<file path="config.mk">
export PLATFORM = sky130hd
export DESIGN_NAME = dmem_arbiter
export DESIGN_NICKNAME = d
export VERILOG_FILES = /design/src/rtl/dmem_arbiter_pkg.sv /design/src/rtl/dmem_arbiter_sat_counter.sv /design/src/rtl/dmem_arbiter.sv
export SDC_FILE = /design/constraint.sdc
export NUM_CORES = 1
export LEC_CHECK = 0
export ABC_CLOCK_PERIOD_IN_PS = 2200
export BUFFER_PORTS_ARGS = -buffer_cell sky130_fd_sc_hd__buf_2
export CAP_MARGIN = 0
export CORE_MARGIN = 3
export CORE_UTILIZATION = 40
export DETAILED_ROUTE_END_ITERATION = 12
export PLACE_DENSITY = 0.9
export SYNTH_ARGS = -nofsm -noshare
export SYNTH_HDL_FRONTEND = slang
export SYNTH_SLANG_ARGS = --single-unit
</file>
<file path="constraint.sdc">
create_clock -name clk -period 2.2 [get_ports clk]
set_input_delay 0.44 -clock clk [delete_from_list [all_inputs] [get_ports clk]]
set_output_delay 0.44 -clock clk [all_outputs]
set_load 0.05 [all_outputs]
</file>
<file path="src/rtl/dmem_arbiter_pkg.sv">
// dmem_arbiter_pkg: shared types and constants for the data memory arbiter
package dmem_arbiter_pkg;
  localparam int MEM_ADDR_W = 9;
  localparam int MEM_DATA_W = 32;
  localparam logic [2:0] DBG_FUNCT3 = 3'b010;
  typedef enum logic {CPU_OWN = 1'b0, DBG_BURST = 1'b1} arb_state_e;
  typedef struct packed {
    logic rd;
    logic wr;
    logic [MEM_ADDR_W-1:0] addr;
    logic [MEM_DATA_W-1:0] wdata;
    logic [2:0] funct3;
  } mem_req_t;
endpackage

</file>
<file path="src/rtl/dmem_arbiter_sat_counter.sv">
// arb_sat_counter: saturating up-counter with synchronous clear
module arb_sat_counter #(
  parameter int MAX = 1,
  parameter int W = $clog2(MAX + 1)
) (
  input  logic clk,
  input  logic reset,
  input  logic clr,
  input  logic inc,
  output logic [W-1:0] cnt
);
  // count up on inc, stick at MAX, clear wins over increment
  always_ff @(posedge clk)
    if (reset || clr) cnt <= '0;
    else if (inc && cnt != W'(MAX)) cnt <= cnt + 1'b1;
endmodule

</file>
<file path="src/rtl/dmem_arbiter.sv">
// dmem_arbiter: shares the data memory port between the CPU MEM stage and a debug/loader port
module dmem_arbiter
  import dmem_arbiter_pkg::*;
#(
  parameter int ADDR_W = MEM_ADDR_W,
  parameter int DATA_W = MEM_DATA_W,
  parameter int MAX_WAIT = 8,
  parameter int BURST_MAX = 4
) (
  input  logic clk,
  input  logic reset,
  input  logic cpu_rd,
  input  logic cpu_wr,
  input  logic [ADDR_W-1:0] cpu_addr,
  input  logic [DATA_W-1:0] cpu_wdata,
  input  logic [2:0] cpu_funct3,
  output logic cpu_stall,
  output logic [DATA_W-1:0] cpu_rdata,
  input  logic dbg_req,
  input  logic dbg_we,
  input  logic dbg_last,
  input  logic [ADDR_W-1:0] dbg_addr,
  input  logic [DATA_W-1:0] dbg_wdata,
  output logic dbg_gnt,
  output logic dbg_rvalid,
  output logic [DATA_W-1:0] dbg_rdata,
  output logic mem_rd,
  output logic mem_wr,
  output logic [ADDR_W-1:0] mem_addr,
  output logic [DATA_W-1:0] mem_wdata,
  output logic [2:0] mem_funct3,
  input  logic [DATA_W-1:0] mem_rdata
);
  localparam int WW = $clog2(MAX_WAIT + 1);
  localparam int BW = $clog2(BURST_MAX + 1);
  arb_state_e state, state_nx;
  mem_req_t cpu_r, dbg_r, mem_r;
  logic cpu_req, force_gnt, gnt, beat_done, idle_q, rd_pend, rd_owner;
  logic [WW-1:0] wait_cnt;
  logic [BW-1:0] beat_cnt;
  logic [DATA_W-1:0] dbg_rdata_q;
  // grant decision and memory port mux; reset forces every drive to idle
  always_comb begin
    cpu_req = cpu_rd | cpu_wr;
    cpu_r = '{rd: cpu_rd & ~cpu_wr, wr: cpu_wr, addr: MEM_ADDR_W'(cpu_addr),
              wdata: MEM_DATA_W'(cpu_wdata), funct3: cpu_funct3};
    dbg_r = '{rd: ~dbg_we, wr: dbg_we, addr: MEM_ADDR_W'(dbg_addr),
              wdata: MEM_DATA_W'(dbg_wdata), funct3: DBG_FUNCT3};
    force_gnt = wait_cnt == WW'(MAX_WAIT);
    gnt = !reset && dbg_req && (state == DBG_BURST || !cpu_req || force_gnt);
    beat_done = dbg_last || beat_cnt == BW'(BURST_MAX - 1);
    state_nx = gnt ? (beat_done ? CPU_OWN : DBG_BURST)
             : (state == DBG_BURST && !dbg_req && idle_q) ? CPU_OWN : state;
    mem_r = gnt ? dbg_r : (!reset && state == CPU_OWN) ? cpu_r : '0;
    cpu_stall = !reset && cpu_req && (gnt || state == DBG_BURST);
    dbg_gnt = gnt;
    mem_rd = mem_r.rd;
    mem_wr = mem_r.wr;
    mem_addr = ADDR_W'(mem_r.addr);
    mem_wdata = DATA_W'(mem_r.wdata);
    mem_funct3 = mem_r.funct3;
    cpu_rdata = mem_rdata;
    dbg_rvalid = !reset && rd_pend && rd_owner;
    dbg_rdata = dbg_rvalid ? mem_rdata : dbg_rdata_q;
  end
  // ownership state, idle-drop tracking and read-return bookkeeping
  always_ff @(posedge clk) begin
    state <= reset ? CPU_OWN : state_nx;
    idle_q <= !reset && state == DBG_BURST && !dbg_req;
    rd_pend <= !reset && mem_rd;
    rd_owner <= gnt;
    dbg_rdata_q <= reset ? '0 : dbg_rdata;
  end
  arb_sat_counter #(.MAX(MAX_WAIT), .W(WW)) u_wait (
    .clk(clk), .reset(reset), .clr(gnt || !dbg_req), .inc(dbg_req && !gnt), .cnt(wait_cnt)
  );
  arb_sat_counter #(.MAX(BURST_MAX), .W(BW)) u_beat (
    .clk(clk), .reset(reset), .clr(state_nx == CPU_OWN), .inc(gnt), .cnt(beat_cnt)
  );
endmodule

</file>
==> results of run 1 <==
cell type report:
class	instances	area, um2
flip-flops and latches	43	863
inverters	50	188
fillers	423	1570
clock inverters	3	46.3
multi-input cells	198	2070
well taps	96	120
clock buffers	5	68.8
repair buffers	274	1990
kinds of logic after synthesis:
| group | count (synthesis) | synth area share (%) |
|---|---|---|
| and+or+nand+nor | 102 | 18.1 |
| buffers and inverters | 99 | 18.3 |
| muxes | 76 | 27.6 |
| DFF | 43 | 29.7 |
| AOI/OAI and AO/OA | 13 | 3.46 |
| adders and majority gates | 5 | 2.16 |
| xor gates and xnor gates | 2 | 0.605 |
worst max-delay path: cells and delay by family (launching register included):
family	cells	cell delay [ns]
and+or+nand+nor	1	0.21
AOI/OAI and AO/OA	1	0.16
adders and majority gates	1	0.15
muxes	1	0.25
buffers and inverters	5	0.67
DFF	1	0.35
Yosys cell counts (2+ instances only):
| library cell | number |
|---|---|
| inv_1 | 50 |
| nand2_1 | 46 |
| mux2i_1 | 44 |
| dfxtp_1 | 43 |
| buf_4 | 35 |
| nor2b_1 | 33 |
| mux2_2 | 32 |
| buf_2 | 6 |
| clkbuf_1 | 6 |
| ha_1 | 5 |
| a32oi_1 | 3 |
| nand3b_1 | 3 |
| nand4_1 | 3 |
| nor4_1 | 3 |
| o21ai_0 | 3 |
| and3_1 | 2 |
| nand2b_1 | 2 |
| nand3_1 | 2 |
| nor2_1 | 2 |
| o2111ai_1 | 2 |
final timing paths:
kind                 start             to  slack, ns  depth (start not counted)
max          u_wait.cnt[0]    mem_addr[7]      -0.35                          9
min                 dbg_we        rd_pend       0.39                          2
max reg2reg  u_wait.cnt[0]        rd_pend       0.51                          9
min reg2reg  u_beat.cnt[0]  u_beat.cnt[0]       0.58                          2
routing by layer:
layer,vias up,global-route usage (%)
met5,-,0
met4,0,19.6
met3,91,9.69
met2,284,54.0
met1,1619,25.7
li1,1531,-
stage by stage:
step | instance area (um2) | TNS (ns) | utilization (%) | hold slack (ns)
after floorplan | 3430 | -1.41 | - | 0.425
after global placement | 4670 | -0.726 | 67.6 | 0.507
after detailed placement | 4670 | -1.71 | 67.6 | 0.525
after CTS | 5170 | -10.43 | 74.9 | 0.352
after global routing | 5340 | -15.76 | 77.3 | 0.374
final | 5340 | -13.42 | 77.3 | 0.386
flip-flops by register name, indices dropped and copies added, names as in the netlist:
name         count
rd_owner         1
u_wait.cnt       4
rd_pend          1
dbg_rdata_q     32
u_beat.cnt       3
state            1
idle_q           1
power by group:
part           internal, mW  switching (mW)  total, mW
clock network         0.342           0.306      0.648
registers             0.784         0.00304      0.787
logic                 0.396           0.655       1.05
what timing repair did:
action                     in CTS  in global routing
gates cloned                    1                  3
setup buffers                   3                  4
gates resized for setup       101                 30
pin swaps                       1                  3
setup endpoints to repair      47                 71
==> impl_metrics.csv, run 1 <==
group,metric,value,unit
critical_path,endpoint_kind,"output pin",
final_layout,layout_commonest_cell,"buf_2",
clocking,clk_pin_slew,0.09,ns
clocking,ctsHtreeMaxLevel,2,
floorplan,die_x,91.1,um
critical_path,timing.setup.critical_path_class,"flop to output pin",
clocking,cts_tree,"done",
critical_path,crit_arrival,2.11,ns
sta,timing.final.setup_violations,49,
clocking,clock-root-buffer,"clkbuf_8",
detailed_routing,drtIter0Drc,169,
floorplan,design.die.area,8300,um2
logic_synthesis,synth_cell_type_count,35,
sta,tightest_slew,0.387,ns
sta,slew_violations,0,
final_layout,areaGrowthSynthToFinish,84.3,%
final_layout,final_nets,701,
logic_synthesis,synth-edff-count,0,
pwr,p_per_area,466,nW/um2
floorplan,core_area,6910,um2
critical_path,cpMostUsedCell,"buf_12",
clocking,postCtsHoldBufs,0,
logic_synthesis,synthTopCellsByArea,"dfxtp_1, mux2i_1, mux2_2, buf_4, nor2b_1",
critical_path,slowest_delay,0.35,ns
detailed_routing,met2_length,7.03,mm
floorplan,start_util,41.9,%
logic_synthesis,synthesis.nets,469,
final_layout,instances_no_fill,669,
pwr,irDropWorstVdd,269,uV
final_layout,final_cell_mix,"buf_2, buf_6, inv_1, nand2_1, dfxtp_1",
global_route,grtUsageTotal,28.9,%
logic_synthesis,synthArstFlopShare,0,%
sta,slew_headroom,74.1,%
detailed_routing,wl_met1,4.30,mm
global_route,grt_max_degree,34,
global_route,antenna_found_initial,0,
detailed_routing,routed_wl,13.9,mm
pwr,leakagePower,2.77,nW
critical_path,worstPathCellList,"inv_2 -> ha_4 -> and3b_2 -> o21ai_4 -> buf_12 -> buf_12 -> buf_12 -> mux2i_4 -> buf_6",
run,drv_cap,0,
sta,rsz0062_at_grt,"true",
logic_synthesis,synth_seq_cells,43,
global_route,grt.overflow.total,0,
placed_design,dp_slack,-0.104,ns
sta,skew,0.0117,ns
detailed_routing,firstDrtPassIters,4,
clocking,cts_buffers,5,
floorplan,ios,237,
min_path,hp-class,"input port to flop",
detailed_routing,vias,3525,
detailed_routing,drc,0,
global_route,grt_pass1_vias,3761,
logic_synthesis,synth_area_leader_cell,"dfxtp_1",
clocking,worstSkewPairLatency,0.30,ns
logic_synthesis,ys.warnings.count,0,
placed_design,dp_hpwl,8.47,mm
detailed_routing,dr.max_layer_used,"met4",
floorplan,die_h,91.1,um
sta,worst_slack,-0.349,ns
sta,fmax,392,MHz
global_route,grt_pass1_wl,19.0,mm
final_layout,n_antenna_cell,0,
clocking,cts.sinks,43,
final_layout,drive_gt1_share,64.6,%
sta,final_hold_viol_count,0,
critical_path,critPathLaunchType,"flop",
placed_design,dp.cells,651,
pwr,power,2.49,mW
run_status,outcome,"finished, violations left",
detailed_routing,wl_met3,1.43,mm
logic_synthesis,synth.top_cell.area_share,29.7,%
sta,fin_crit,2.55,ns
critical_path,critical_path_required,1.76,ns
detailed_routing,viasPerCell,5.27,
logic_synthesis,synth.avg_cell_area,8.52,um2
critical_path,critPathSlowestCell,"dfxtp_2",
placed_design,io_buffer_count,236,
logic_synthesis,yosysSeqAreaShare,29.7,%
run_status,violations,"setup timing",
logic_synthesis,postSynthCellCount,340,
sta,fin_crit_sh,116,%
placed_design,gp_congestion,0.859,
floorplan,rows,30,
logic_synthesis,synth_ff_type,"dfxtp_1",
logic_synthesis,syn-cell-area,2900,um2
clocking,clockBufferDepth,2,
detailed_routing,wl_per_cell,20.8,um
critical_path,path_max_fanout,7,
detailed_routing,ant_nets,0,
(Power assumes the default switching activity.)
==> inputs of run 2 (changes only) <==
--- a/config.mk
+++ b/config.mk
@@ -8,6 +8,7 @@
 export ABC_CLOCK_PERIOD_IN_PS = 2200
 export BUFFER_PORTS_ARGS = -buffer_cell sky130_fd_sc_hd__buf_2
 export CAP_MARGIN = 0
+export CORE_ASPECT_RATIO = 0.6
 export CORE_MARGIN = 3
 export CORE_UTILIZATION = 40
 export DETAILED_ROUTE_END_ITERATION = 12
==> run 2 against run 1 <==
  * The flow still finishes with violations (setup timing)
  * First-iteration DRC count down 16%
  * Via count down 11%
  * Setup slack better by 0.087 ns
  * Die area up 0.41%
  * Cell count down 1.0%
  * Worst hold slack worse by 0.0024 ns
==> impl_metrics.csv, run 2 (synthesis results as in run 1) <==
group,metric,value,unit
run_status,outcome,"finished, violations left",
run_status,violations,"setup timing",
final_layout,drive_gt1_share,64.2,%
clocking,clk_pin_slew,0.06,ns
final_layout,largest_reg_flops,32,
critical_path,crit_arrival,2.02,ns
pwr,switching_share,36.4,%
critical_path,path_max_fanout,6,
sta,fin_crit,2.46,ns
final_layout,layout_commonest_cell,"buf_2",
sta,slew_violations,0,
critical_path,critPathLaunchType,"flop",
global_route,grt.overflow.total,0,
placed_design,postPlaceCellArea,4690,um2
critical_path,endpoint_kind,"output pin",
critical_path,cp_num_buf_inv,5,
critical_path,critPathSlowestCell,"dfxtp_2",
global_route,grt_pass1_wl,15.8,mm
global_route,grtUsageTotal,23.9,%
pwr,irDropWorstVdd,418,uV
critical_path,critical_path_required,1.76,ns
pwr,p_clk_share,28.5,%
sta,rsz0062_at_grt,"true",
critical_path,slowest_delay,0.34,ns
pwr,leakagePower,2.79,nW
clocking,worstSkewPairLatency,0.28,ns
floorplan,rows,23,
floorplan,ios,237,
critical_path,worstPathCellList,"inv_2 -> ha_4 -> and3b_1 -> o21ai_4 -> buf_12 -> buf_4 -> buf_16 -> mux2i_4 -> buf_6",
final_layout,largest_register,"dbg_rdata_q",
clocking,clockBufferDepth,2,
detailed_routing,drc,0,
min_path,hp-class,"input port to flop",
critical_path,timing.setup.critical_path_class,"flop to output pin",
detailed_routing,routed_wl,11.0,mm
floorplan,design.die.area,8330,um2
floorplan,start_util,42.3,%
detailed_routing,drtIter0Drc,142,
sta,slew_headroom,73.5,%
clocking,cts_tree,"done",
detailed_routing,wl_per_cell,16.6,um
run,drv_cap,0,
placed_design,dp_hpwl,8.01,mm
sta,timing.final.setup_violations,47,
floorplan,die_x,116,um
final_layout,n_antenna_cell,0,
sta,tightest_slew,0.396,ns
detailed_routing,vias,3154,
global_route,grt_pass1_vias,3247,
final_layout,final_cell_mix,"buf_2, inv_1, nand2_1, buf_6, dfxtp_1",
pwr,p_per_area,475,nW/um2
clocking,cts_buffers,5,
clocking,cts.sinks,43,
critical_path,cp_top_family,"buffers and inverters",
detailed_routing,firstDrtPassIters,4,
pwr,switchingPower,918,uW
pwr,pwr-share-seq,31.2,%
clocking,clock-root-buffer,"clkbuf_16",
final_layout,postLayoutCoreUtil,77.6,%
detailed_routing,viasPerCell,4.76,
final_layout,largest_registers,"dbg_rdata_q (32), u_wait.cnt (4), u_beat.cnt (3)",
floorplan,core_area,6850,um2
placed_design,gp_congestion,0.843,
sta,worst_slack,-0.262,ns
sta,fmax,406,MHz
pwr,comb_power_share,40.3,%
final_layout,stdcell_area,5310,um2
sta,final_hold_viol_count,0,
sta,fin_crit_sh,112,%
placed_design,io_buffer_count,236,
clocking,ctsHtreeMaxLevel,2,
final_layout,areaGrowthSynthToFinish,83.5,%
global_route,antenna_found_initial,0,
detailed_routing,ant_nets,0,
final_layout,final_nets,703,
floorplan,die_h,71.9,um
sta,skew,0.00662,ns
global_route,grt_max_degree,34,
pwr,p_int,1.60,mW
run 2: cell types whose count changed in the layout (fill, tap and decap cells not counted), sizes merged:
cell	change
buf	+2
bufinv	-1
clkbuf	+1
clkinv	+1
inv	-1
run 2: area by class of cell:
cell class	instances	area, um2
inverter	50	188
tap	87	109
multi-input combinational	198	2040
sequential	43	863
timing repair buffer	276	1980
fill	430	1540
clock buffer	6	129
clock inverter	2	12.5
run 2: final timing paths:
| check | startpoint | end | slack, ns | cells past startpoint |
|---|---|---|---|---|
| max | u_wait.cnt[0] | mem_wdata[14] | -0.26 | 9 |
| min | dbg_we | rd_pend | 0.38 | 2 |
| max reg2reg | u_wait.cnt[0] | rd_pend | 0.64 | 8 |
| min reg2reg | u_wait.cnt[0] | u_wait.cnt[0] | 0.54 | 2 |
run 2: stage by stage:
stage               setup TNS (ns)  power (mW)  setup WS [ns]  hold slack (ns)  std cells
floorplan                    -1.41        1.46        -0.0957            0.425        340
global placement           -0.0821        1.67       -0.00998            0.508        646
detailed placement          -0.571        1.69        -0.0686            0.528        646
CTS                         -10.41        2.49         -0.257            0.379        659
global route                -12.36        2.61         -0.299            0.381        662
finish                      -10.35        2.52         -0.262            0.384        662
run 2: power groups by stage:
stage | Clock, mW | Combinational [mW] | Sequential [mW]
after floorplan | 0 | 0.655 | 0.805
after global placement | 0 | 0.870 | 0.804
after detailed placement | 0 | 0.886 | 0.804
after CTS | 0.725 | 0.981 | 0.787
after global routing | 0.770 | 1.06 | 0.787
final | 0.718 | 1.02 | 0.787
run 2: timing repair:
action,CTS,global route
pin swaps,1,1
cloned,1,2
buffers inserted,4,1
endpoints found under the setup margin,46,48
endpoints found under the hold margin,0,0
gates resized for setup,94,12
hold buffers,0,0
run 2: layer usage:
| layer | global-route usage [%] | wire, um |
|---|---|---|
| met1 | 26.8 | 4170 |
| met2 | 45.6 | 5920 |
| met3 | 5.33 | 711 |
| met4 | 6.82 | 207 |
| met5 | 0 | 0 |
